`config.mk`:
```
export PLATFORM = sky130hd
export DESIGN_NAME = reorder_buffer
export DESIGN_NICKNAME = d
export VERILOG_FILES = /design/src/rtl/reorder_buffer.sv
export SDC_FILE = /design/constraint.sdc
export NUM_CORES = 1
export LEC_CHECK = 0
export ABC_AREA = 1
export CAP_MARGIN = 20
export CORE_ASPECT_RATIO = 0.9
export CORE_UTILIZATION = 35
export CTS_BUF_LIST = sky130_fd_sc_hd__clkbuf_16
export CTS_CLUSTER_DIAMETER = 40
export DETAILED_ROUTE_END_ITERATION = 8
export PLACE_DENSITY = 0.54
export SYNTH_ARGS = -nofsm -noshare
export SYNTH_HDL_FRONTEND = slang
export SYNTH_SLANG_ARGS = --single-unit
export TNS_END_PERCENT = 20
```
`constraint.sdc`:
```
create_clock -name clk -period 4.4 [get_ports clk]
set_input_delay 0.88 -clock clk [delete_from_list [all_inputs] [get_ports clk]]
set_output_delay 0.88 -clock clk [all_outputs]
set_load 0.05 [all_outputs]
```
`src/rtl/reorder_buffer.sv`:
```
// rtl/reorder_buffer.sv - circular in-order reorder buffer: tag allocation, CDB capture, in-order commit
module reorder_buffer #(
    parameter int DEPTH = 8
) (
    input  logic                       clk,
    input  logic                       rst,
    input  logic                       flush,
    input  logic                       alloc_valid,
    input  logic [4:0]                 alloc_dest,
    output logic                       alloc_ready,
    output logic [4:0]                 alloc_tag,
    input  logic                       cdb_valid,
    input  logic [4:0]                 cdb_tag,
    input  logic [31:0]                cdb_value,
    input  logic [4:0]                 query_tag_j,
    output logic                       query_ready_j,
    output logic [31:0]                query_value_j,
    input  logic [4:0]                 query_tag_k,
    output logic                       query_ready_k,
    output logic [31:0]                query_value_k,
    output logic                       load_reg,
    output logic [4:0]                 reg_id_rob,
    output logic [31:0]                reg_val,
    output logic [4:0]                 tag_rob,
    output logic [$clog2(DEPTH+1)-1:0] count,
    output logic                       empty
);

    localparam int PW = $clog2(DEPTH);
    localparam int CW = $clog2(DEPTH + 1);
    localparam logic [PW-1:0] LAST_PTR = PW'(DEPTH - 1);
    localparam logic [CW-1:0] FULL_CNT = CW'(DEPTH);
    localparam logic [4:0]    MAX_TAG  = 5'(DEPTH);

    logic [DEPTH-1:0] busy;
    logic [DEPTH-1:0] done;
    logic [4:0]       dest  [DEPTH];
    logic [31:0]      value [DEPTH];
    logic [PW-1:0]    head;
    logic [PW-1:0]    tail;
    logic [CW-1:0]    cnt;

    logic          commit;
    logic          do_alloc;
    logic          cdb_hit;
    logic [PW-1:0] cdb_idx;
    logic [PW-1:0] qj_idx;
    logic [PW-1:0] qk_idx;

    function automatic logic tag_ok(input logic [4:0] t);
        return (t != 5'd0) && (t <= MAX_TAG);
    endfunction

    // Tag t lives in entry t-1; only meaningful when tag_ok(t).
    function automatic logic [PW-1:0] tag_idx(input logic [4:0] t);
        logic [4:0] d;
        d = t - 5'd1;
        return d[PW-1:0];
    endfunction

    function automatic logic [PW-1:0] next_ptr(input logic [PW-1:0] p);
        return (p == LAST_PTR) ? '0 : p + 1'b1;
    endfunction

    assign cdb_idx = tag_idx(cdb_tag);
    assign qj_idx  = tag_idx(query_tag_j);
    assign qk_idx  = tag_idx(query_tag_k);

    assign commit   = busy[head] & done[head];
    assign do_alloc = alloc_valid & alloc_ready;
    assign cdb_hit  = cdb_valid & tag_ok(cdb_tag) & busy[cdb_idx];

    assign alloc_ready = (cnt != FULL_CNT);
    assign alloc_tag   = 5'(tail) + 5'd1;
    assign count       = cnt;
    assign empty       = (cnt == '0);

    assign load_reg   = commit;
    assign reg_id_rob = commit ? dest[head]          : 5'd0;
    assign reg_val    = commit ? value[head]         : 32'd0;
    assign tag_rob    = commit ? 5'(head) + 5'd1     : 5'd0;

    assign query_ready_j = tag_ok(query_tag_j) & busy[qj_idx] & done[qj_idx];
    assign query_value_j = query_ready_j ? value[qj_idx] : 32'd0;
    assign query_ready_k = tag_ok(query_tag_k) & busy[qk_idx] & done[qk_idx];
    assign query_value_k = query_ready_k ? value[qk_idx] : 32'd0;

    // Commit clears after the CDB update so a late broadcast to the retiring head is dropped.
    always_ff @(posedge clk) begin
        if (rst || flush) begin
            busy <= '0;
            done <= '0;
            head <= '0;
            tail <= '0;
            cnt  <= '0;
        end else begin
            if (cdb_hit) begin
                done[cdb_idx] <= 1'b1;
            end
            if (commit) begin
                busy[head] <= 1'b0;
                done[head] <= 1'b0;
                head       <= next_ptr(head);
            end
            if (do_alloc) begin
                busy[tail] <= 1'b1;
                done[tail] <= 1'b0;
                tail       <= next_ptr(tail);
            end
            if (do_alloc && !commit) begin
                cnt <= cnt + 1'b1;
            end else if (!do_alloc && commit) begin
                cnt <= cnt - 1'b1;
            end
        end
    end

    always_ff @(posedge clk) begin
        if (cdb_hit) begin
            value[cdb_idx] <= cdb_value;
        end
        if (do_alloc) begin
            dest[tail] <= alloc_dest;
        end
    end

endmodule

```
# After elaboration in Yosys (flattened, before gate mapping)
# Memory sizes are Yosys's and may differ from the RTL's. A register that Yosys moved wholly into a read port is not among the register bits.
# Cells that the tools add are included.
dict set report word_totals {
  regBits 26
  ramBits 296
  out_inout_bits 120
  mem_count 2
}
dict set report op_classes {
  addsub 9
  n_lt_le_gt_ge 11
  eq_ne 3
  muxes 45
  n_bitwise 15
  reduce_logical 16
}
# memory depth width read_ports rd_clocked_by_memory_dff wr line_no
set mem_list {}
lappend mem_list {value 8 32 3 1 1 38} ;# logic [31:0] value [DEPTH];
lappend mem_list {dest 8 5 1 1 1 37} ;# logic [4:0] dest [DEPTH];
# cell n
set ops {}
lappend ops {{2-to-1 mux 32 bit} 3}
lappend ops {{2-to-1 mux 8 bit} 8}
lappend ops {{AND 8 bit} 3}
lappend ops {{binary-select mux 1 bit (select 3 bit)} 7}
lappend ops {{less-than comparator 3 x 4 -> 1 bit, second input constant} 5}
lappend ops {{2-to-1 mux 3 bit} 6}
lappend ops {{NOT 8 bit} 2}
lappend ops {{bitwise OR 8 bit} 2}
lappend ops {{<= comparator 5 x 4 -> 1 bit, second input constant} 3}
lappend ops {{nonzero test 5 bit} 3}
lappend ops {{2-to-1 mux 1 bit} 14}
lappend ops {{2-to-1 mux 4 bit} 3}
lappend ops {{demux 1 bit (select 3 bit)} 3}
lappend ops {{>= comparator 3 x 1 -> 1 bit, second input constant} 3}
lappend ops {{subtractor 3 x 1 -> 3 bit, second input constant} 3}
lappend ops {{adder 3 x 1 -> 4 bit, second input constant} 2}
lappend ops {{AND 1 bit} 8}
lappend ops {{logical AND 1 bit} 8}
lappend ops {{adder 3 x 1 -> 3 bit, second input constant} 2}
lappend ops {{== test 3 bit, second input constant} 2}
lappend ops {{2-to-1 mux 5 bit} 1}
lappend ops {{adder 4 x 1 -> 4 bit, second input constant} 1}
lappend ops {{logical NOT 4 bit} 1}
lappend ops {{!= test 4 bit, second input constant} 1}
lappend ops {{other kinds (4)} 5}

# Logic depth before layout (Yosys ltp)
dict set report depth {
  word_depth 13
  depth_mapped 19
  mapped_depth_nobuf 17
}

# Least setup slack after synthesis
# Ideal clock, no wire load.
dict set report synth_path {
  path_kind {input to output}
  startpoint {input port query_tag_k[0]}
  endpoint {output port query_value_k[10]}
  arrival_time_ns 3.260
  required_time_ns 3.520
  slack_ns 0.260
  stages 14
  path_buffers 5
  cell_sequence {buf_2 -> buf_2 -> inv_1 -> ha_1 -> buf_2 -> inv_1 -> buf_2 -> buf_2 -> a21oi_1 -> o21ai_0 -> o21ai_0 -> nand2_1 -> nand2_1 -> nor2_1}
}
dict set report synth_between {
  elab_chain_len 6
  word_cells_on_any_way 12
  cone_classes {1 x add/sub; 1 x order compare; 5 x mux; 2 x bitwise; 2 x reduce/logical; 1 x memory}
}
# element line_no
set synth_rtl {}
lappend synth_rtl {{start: declaration} 18} ;# input logic [4:0] query_tag_k,
lappend synth_rtl {{subtractor 3 x 1 -> 3 bit} 57} ;# d = t - 5'd1;
lappend synth_rtl {{binary-select mux 1 bit (select 3 bit)} 85} ;# assign query_ready_k = tag_ok(query_tag_k) & busy[qk_idx] & done[qk_idx];
lappend synth_rtl {{2-to-1 mux 1 bit (not written as such)} 85}
lappend synth_rtl {{AND 1 bit (2 in a row)} 85}
lappend synth_rtl {{2-to-1 mux 32 bit (*)} 86} ;# assign query_value_k = query_ready_k ? value[qk_idx] : 32'd0;
lappend synth_rtl {{end: declaration} 20} ;# output logic [31:0] query_value_k,
# Every way passes the cells marked *; elsewhere a longest branch is shown, timed or not. The select of a mux whose other input is x is not followed.

# Worst setup path after layout
dict set report layout_path {
  startpoint {input port query_tag_j[1]}
  endpoint {output port query_value_j[4]}
}
dict set report layout_between {
  elab_chain_len 6
  word_cells_on_any_way 12
  cone_classes {1 x add/sub; 1 x order compare; 5 x mux; 2 x bitwise; 2 x reduce/logical; 1 x memory}
}
# element line_no
set layout_rtl {}
lappend layout_rtl {{start: declaration} 15} ;# input logic [4:0] query_tag_j,
lappend layout_rtl {{subtractor 3 x 1 -> 3 bit} 57}
lappend layout_rtl {{binary-select mux 1 bit (select 3 bit)} 83} ;# assign query_ready_j = tag_ok(query_tag_j) & busy[qj_idx] & done[qj_idx];
lappend layout_rtl {{2-to-1 mux 1 bit (not written as such)} 83}
lappend layout_rtl {{AND 1 bit (2 in a row)} 83}
lappend layout_rtl {{2-to-1 mux 32 bit (*)} 84} ;# assign query_value_j = query_ready_j ? value[qj_idx] : 32'd0;
lappend layout_rtl {{end: declaration} 17} ;# output logic [31:0] query_value_j,
# Marked as above.

==> flow_results.xml <==
<?xml version="1.0" encoding="UTF-8"?>
<metrics>
  <group name="status">
    <metric name="run_status" unit="">finished with violations</metric>
    <metric name="violations_in_the_final_reports" unit="">design-rule violations</metric>
  </group>
  <group name="worst_setup_path">
    <metric name="worst-r2r-cell-count" unit="">17</metric>
    <metric name="worst-endpoint-required" unit="ns">3.52</metric>
    <metric name="critical_path_arrival" unit="ns">3.16</metric>
    <metric name="r2r-end" unit="">count[3]</metric>
    <metric name="critPathKind" unit="">primary input to output pin</metric>
    <metric name="endpoint_kind" unit="">output pin</metric>
    <metric name="crit_start" unit="">query_tag_j[1]</metric>
    <metric name="timing.critical_path.fanout_max" unit="">28</metric>
    <metric name="reg2reg_launch_point" unit="">head[0]</metric>
    <metric name="ff2ff_setup_slack" unit="ns">1.16</metric>
    <metric name="timing.critical_path.to" unit="">query_value_j[4]</metric>
    <metric name="worst_setup_path_start_kind" unit="">primary input</metric>
  </group>
  <group name="sta">
    <metric name="clock_skew" unit="ns">0.0313</metric>
    <metric name="grt_setup_unrepaired" unit="">no</metric>
    <metric name="timing.final.max_slew_violations" unit="">0</metric>
    <metric name="finalCritPeriodShare" unit="">0.918</metric>
    <metric name="slew-limit-headroom" unit="">0.309</metric>
    <metric name="setup-tns-final" unit="ns">0</metric>
    <metric name="timing.fmax" unit="MHz">248</metric>
    <metric name="final_hold_viol_count" unit="">0</metric>
    <metric name="setup_viol" unit="">0</metric>
    <metric name="worst-slew-pin-transition" unit="ns">1.04</metric>
    <metric name="min_period" unit="ns">4.04</metric>
  </group>
  <group name="power">
    <metric name="leakage_power_of_the_design" unit="nW">9.34</metric>
    <metric name="intPower" unit="mW">6.61</metric>
    <metric name="combinationalPowerShare" unit="">0.121</metric>
    <metric name="pwr-share-seq" unit="">0.377</metric>
    <metric name="power.density" unit="nW/µm²">389</metric>
    <metric name="pwr-share-clk" unit="">0.502</metric>
    <metric name="switchingPower" unit="mW">2.44</metric>
    <metric name="ir_drop" unit="mV">0.258</metric>
    <metric name="sw_frac_of_total" unit="">0.270</metric>
  </group>
  <group name="clocking">
    <metric name="cts_setup_buffers" unit="">0</metric>
    <metric name="cts.sinks" unit="">325</metric>
    <metric name="clk_root_buffer_cell" unit="">sky130_fd_sc_hd__clkbuf_16</metric>
    <metric name="cts.path.max_buffers" unit="">3</metric>
    <metric name="clock_transition_time_at_the_flip_flop_clock_pins_of_the_worst_setup_and_hold_paths" unit="ns">0.05</metric>
    <metric name="clock_tree.htree_level_count" unit="">2</metric>
    <metric name="cts_tree" unit="">done</metric>
    <metric name="postCtsHoldBufs" unit="">0</metric>
    <metric name="clock_latency_at_the_later_pin_of_the_worst_skew_pair" unit="ns">0.62</metric>
    <metric name="post_cts_resize_count" unit="">0</metric>
    <metric name="numCtsBuffers" unit="">57</metric>
  </group>
  <group name="floorplanning">
    <metric name="dieArea" unit="µm²">54900</metric>
    <metric name="coreArea" unit="µm²">53200</metric>
    <metric name="floorplan.io_pins" unit="">177</metric>
    <metric name="floorplan.initialDensity" unit="">0.355</metric>
    <metric name="floorplan.die.width" unit="µm">247</metric>
    <metric name="die_height" unit="µm">222</metric>
    <metric name="row_count" unit="">80</metric>
  </group>
  <group name="drt">
    <metric name="total_drc_errors_in_the_routed_layout" unit="">18</metric>
    <metric name="postRouteWirelength" unit="µm">64300</metric>
    <metric name="route.detailed.vias_per_inst" unit="">5.44</metric>
    <metric name="vias" unit="">17900</metric>
    <metric name="dr.first_iter.drc_count" unit="">1833</metric>
    <metric name="first_pass_iters" unit="">8</metric>
    <metric name="avgRoutedWirePerCell" unit="µm">19.6</metric>
    <metric name="drtAntennaViolNets" unit="">0</metric>
  </group>
  <group name="grt">
    <metric name="global_route.usage.total" unit="">0.231</metric>
    <metric name="grt_max_degree" unit="">184</metric>
    <metric name="grt_pass1_wl" unit="µm">97600</metric>
    <metric name="grt_overflow" unit="">0</metric>
    <metric name="antenna_found_initial" unit="">1</metric>
    <metric name="grt_pass1_vias" unit="">16800</metric>
  </group>
  <group name="synth">
    <metric name="synth_edf_count" unit="">296</metric>
    <metric name="yosys.cell_count.top_type" unit="">sky130_fd_sc_hd__nand2_1</metric>
    <metric name="async_flop_share" unit="">0</metric>
    <metric name="top_cell_types_by_occurrence_after_synthesis" unit="">sky130_fd_sc_hd__nand2_1 (511), sky130_fd_sc_hd__a21oi_1 (344), sky130_fd_sc_hd__o21ai_0 (339), sky130_fd_sc_hd__nor2_1 (338), sky130_fd_sc_hd__edfxtp_1 (296)</metric>
    <metric name="synth_flop_cell" unit="">sky130_fd_sc_hd__edfxtp_1</metric>
    <metric name="synthCells" unit="">2419</metric>
    <metric name="synthesis.yosys.warnings" unit="">0</metric>
    <metric name="synthesis.area_per_instance" unit="µm²">7.81</metric>
    <metric name="synth.top_cells.by_area" unit="">sky130_fd_sc_hd__edfxtp_1 (47%), sky130_fd_sc_hd__nand2_1 (10%), sky130_fd_sc_hd__a21oi_1 (9.1%)</metric>
    <metric name="yosys.area.top_type_share" unit="">0.471</metric>
    <metric name="yosysSeqAreaShare" unit="">0.501</metric>
    <metric name="synth_top_cell_by_area" unit="">sky130_fd_sc_hd__edfxtp_1</metric>
    <metric name="synthDistinctLibCells" unit="">35</metric>
    <metric name="syn_area" unit="µm²">18900</metric>
    <metric name="synth-seq-cells" unit="">325</metric>
  </group>
  <group name="final_layout">
    <metric name="drive_gt1_frac" unit="">0.114</metric>
    <metric name="multiInputGateArea" unit="µm²">8000</metric>
    <metric name="area_used_by_sequential_logic_in_the_layout" unit="µm²">9480</metric>
    <metric name="num-fill-cells" unit="">5198</metric>
    <metric name="flow.area_growth_from_synthesis" unit="%">23.4</metric>
    <metric name="design.final.nets" unit="">2607</metric>
    <metric name="layout.cell_area.non_filler" unit="µm²">23300</metric>
  </group>
  <group name="hold_path">
    <metric name="hold_class" unit="">register to register</metric>
  </group>
  <group name="place">
    <metric name="placed_cell_area" unit="µm²">21300</metric>
    <metric name="post-dp-hpwl" unit="µm">39300</metric>
    <metric name="io_buffer_count" unit="">174</metric>
    <metric name="gp_congestion" unit="">0.825</metric>
  </group>
  <group name="run">
    <metric name="maxCapViolations" unit="">0</metric>
  </group>
</metrics>
==> registers in the layout, summed over array words and instances (netlist names), named ones only <==
name,cells
busy,8
value,256
done,8
count,4
tail,3
head,3
dest,40
==> stage by stage <==
stage | total power, mW | instances | util | setup slack (ns) | hold WS, ns
final | 9.05 | 3283 | 0.438 | 0.361 | 0.507
after global routing | 9.35 | 3283 | 0.438 | 0.162 | 0.541
after CTS | 9.10 | 3282 | 0.438 | 0.291 | 0.512
after detailed placement | 4.56 | 3176 | 0.401 | 0.308 | 0.503
after global placement | 4.55 | 3176 | 0.401 | 0.335 | 0.490
after floorplan | 4.12 | 2420 | - | 0.260 | 0.476
==> power by group through the flow <==
stage,logic [mW],registers (mW),clock network (mW)
final,1.10,3.41,4.54
after floorplan,0.644,3.48,0
after global routing,1.19,3.41,4.75
after detailed placement,1.08,3.47,0
after CTS,1.09,3.41,4.60
after global placement,1.08,3.47,0
==> final cells by class <==
type | count | share of cell area
Inverter | 215 | 0.0346
Antenna cell | 1 | 0.000107
Multi-Input combinational cell | 1706 | 0.343
Clock inverter | 48 | 0.0227
Sequential cell | 325 | 0.407
Tap cell | 697 | 0.0374
Clock buffer | 58 | 0.0623
Timing Repair Buffer | 233 | 0.0926
==> critical path, stage by stage <==
cell and delay (ns):
sky130_fd_sc_hd__clkdlybuf4s50_1 0.51, sky130_fd_sc_hd__inv_1 0.06, sky130_fd_sc_hd__ha_2 0.32, sky130_fd_sc_hd__inv_2 0.14
sky130_fd_sc_hd__buf_4 0.41, sky130_fd_sc_hd__a21oi_1 0.07, sky130_fd_sc_hd__o21ai_0 0.09, sky130_fd_sc_hd__o21ai_0 0.11
sky130_fd_sc_hd__nand2_1 0.09, sky130_fd_sc_hd__nand2_1 0.05, sky130_fd_sc_hd__nor2_1 0.18, sky130_fd_sc_hd__buf_4 0.23
==> metal layers <==
metal | track usage | vias to the layer above | part of all wire | routed length (µm)
li1 | - | 8451 | - | -
met1 | 0.322 | 8395 | 0.44 | 28500
met2 | 0.357 | 852 | 0.44 | 28400
met3 | 0.0366 | 152 | 0.081 | 5230
met4 | 0.0924 | 0 | 0.033 | 2120
met5 | 0 | - | 0 | 0
==> worst min path at each step <==
stage / start / endpoint / slack [ns] / cells after the start
2_1_floorplan: busy[7] / busy[7] / 0.48 / 2
3_3_place_gp: count[3] / count[3] / 0.49 / 2
3_5_place_dp: count[3] / count[3] / 0.50 / 2
4_1_cts: count[3] / count[3] / 0.51 / 2
5_1_grt: count[3] / count[3] / 0.54 / 2
6_report: count[3] / count[3] / 0.51 / 2
==> cell usage in the layout, fill, tap and decap left out, types with 3 or more instances in the layout <==
master,n
sky130_fd_sc_hd__nand4_1,17
sky130_fd_sc_hd__nand3_1,49
sky130_fd_sc_hd__clkinv_4,10
sky130_fd_sc_hd__nor2_4,8
sky130_fd_sc_hd__bufinv_16,8
sky130_fd_sc_hd__buf_12,19
sky130_fd_sc_hd__a32o_1,5
sky130_fd_sc_hd__inv_6,7
sky130_fd_sc_hd__a21oi_1,344
sky130_fd_sc_hd__clkbuf_16,58
sky130_fd_sc_hd__nor2_1,330
sky130_fd_sc_hd__inv_2,5
sky130_fd_sc_hd__inv_1,214
sky130_fd_sc_hd__o211ai_1,62
sky130_fd_sc_hd__buf_4,147
sky130_fd_sc_hd__clkinv_1,3
sky130_fd_sc_hd__ha_1,9
sky130_fd_sc_hd__a32oi_1,5
sky130_fd_sc_hd__o21ai_0,339
sky130_fd_sc_hd__dfxtp_1,26
sky130_fd_sc_hd__clkdlybuf4s50_1,65
sky130_fd_sc_hd__clkinvlp_4,9
sky130_fd_sc_hd__nand2_1,511
sky130_fd_sc_hd__clkinv_2,6
sky130_fd_sc_hd__edfxtp_1,296
==> cells by family after synthesis <==
logic type	after synthesis	share of synthesized area
adder cells (fa/ha/maj)	12	0.00835
XOR/XNOR	8	0.00371
other	1	0.000199
flip-flops	325	0.501
buffers and inverters	389	0.0824
AO/OA/AOI/OAI	762	0.214
AND/OR/NAND/NOR	922	0.190
(Power assumes the default switching activity.)
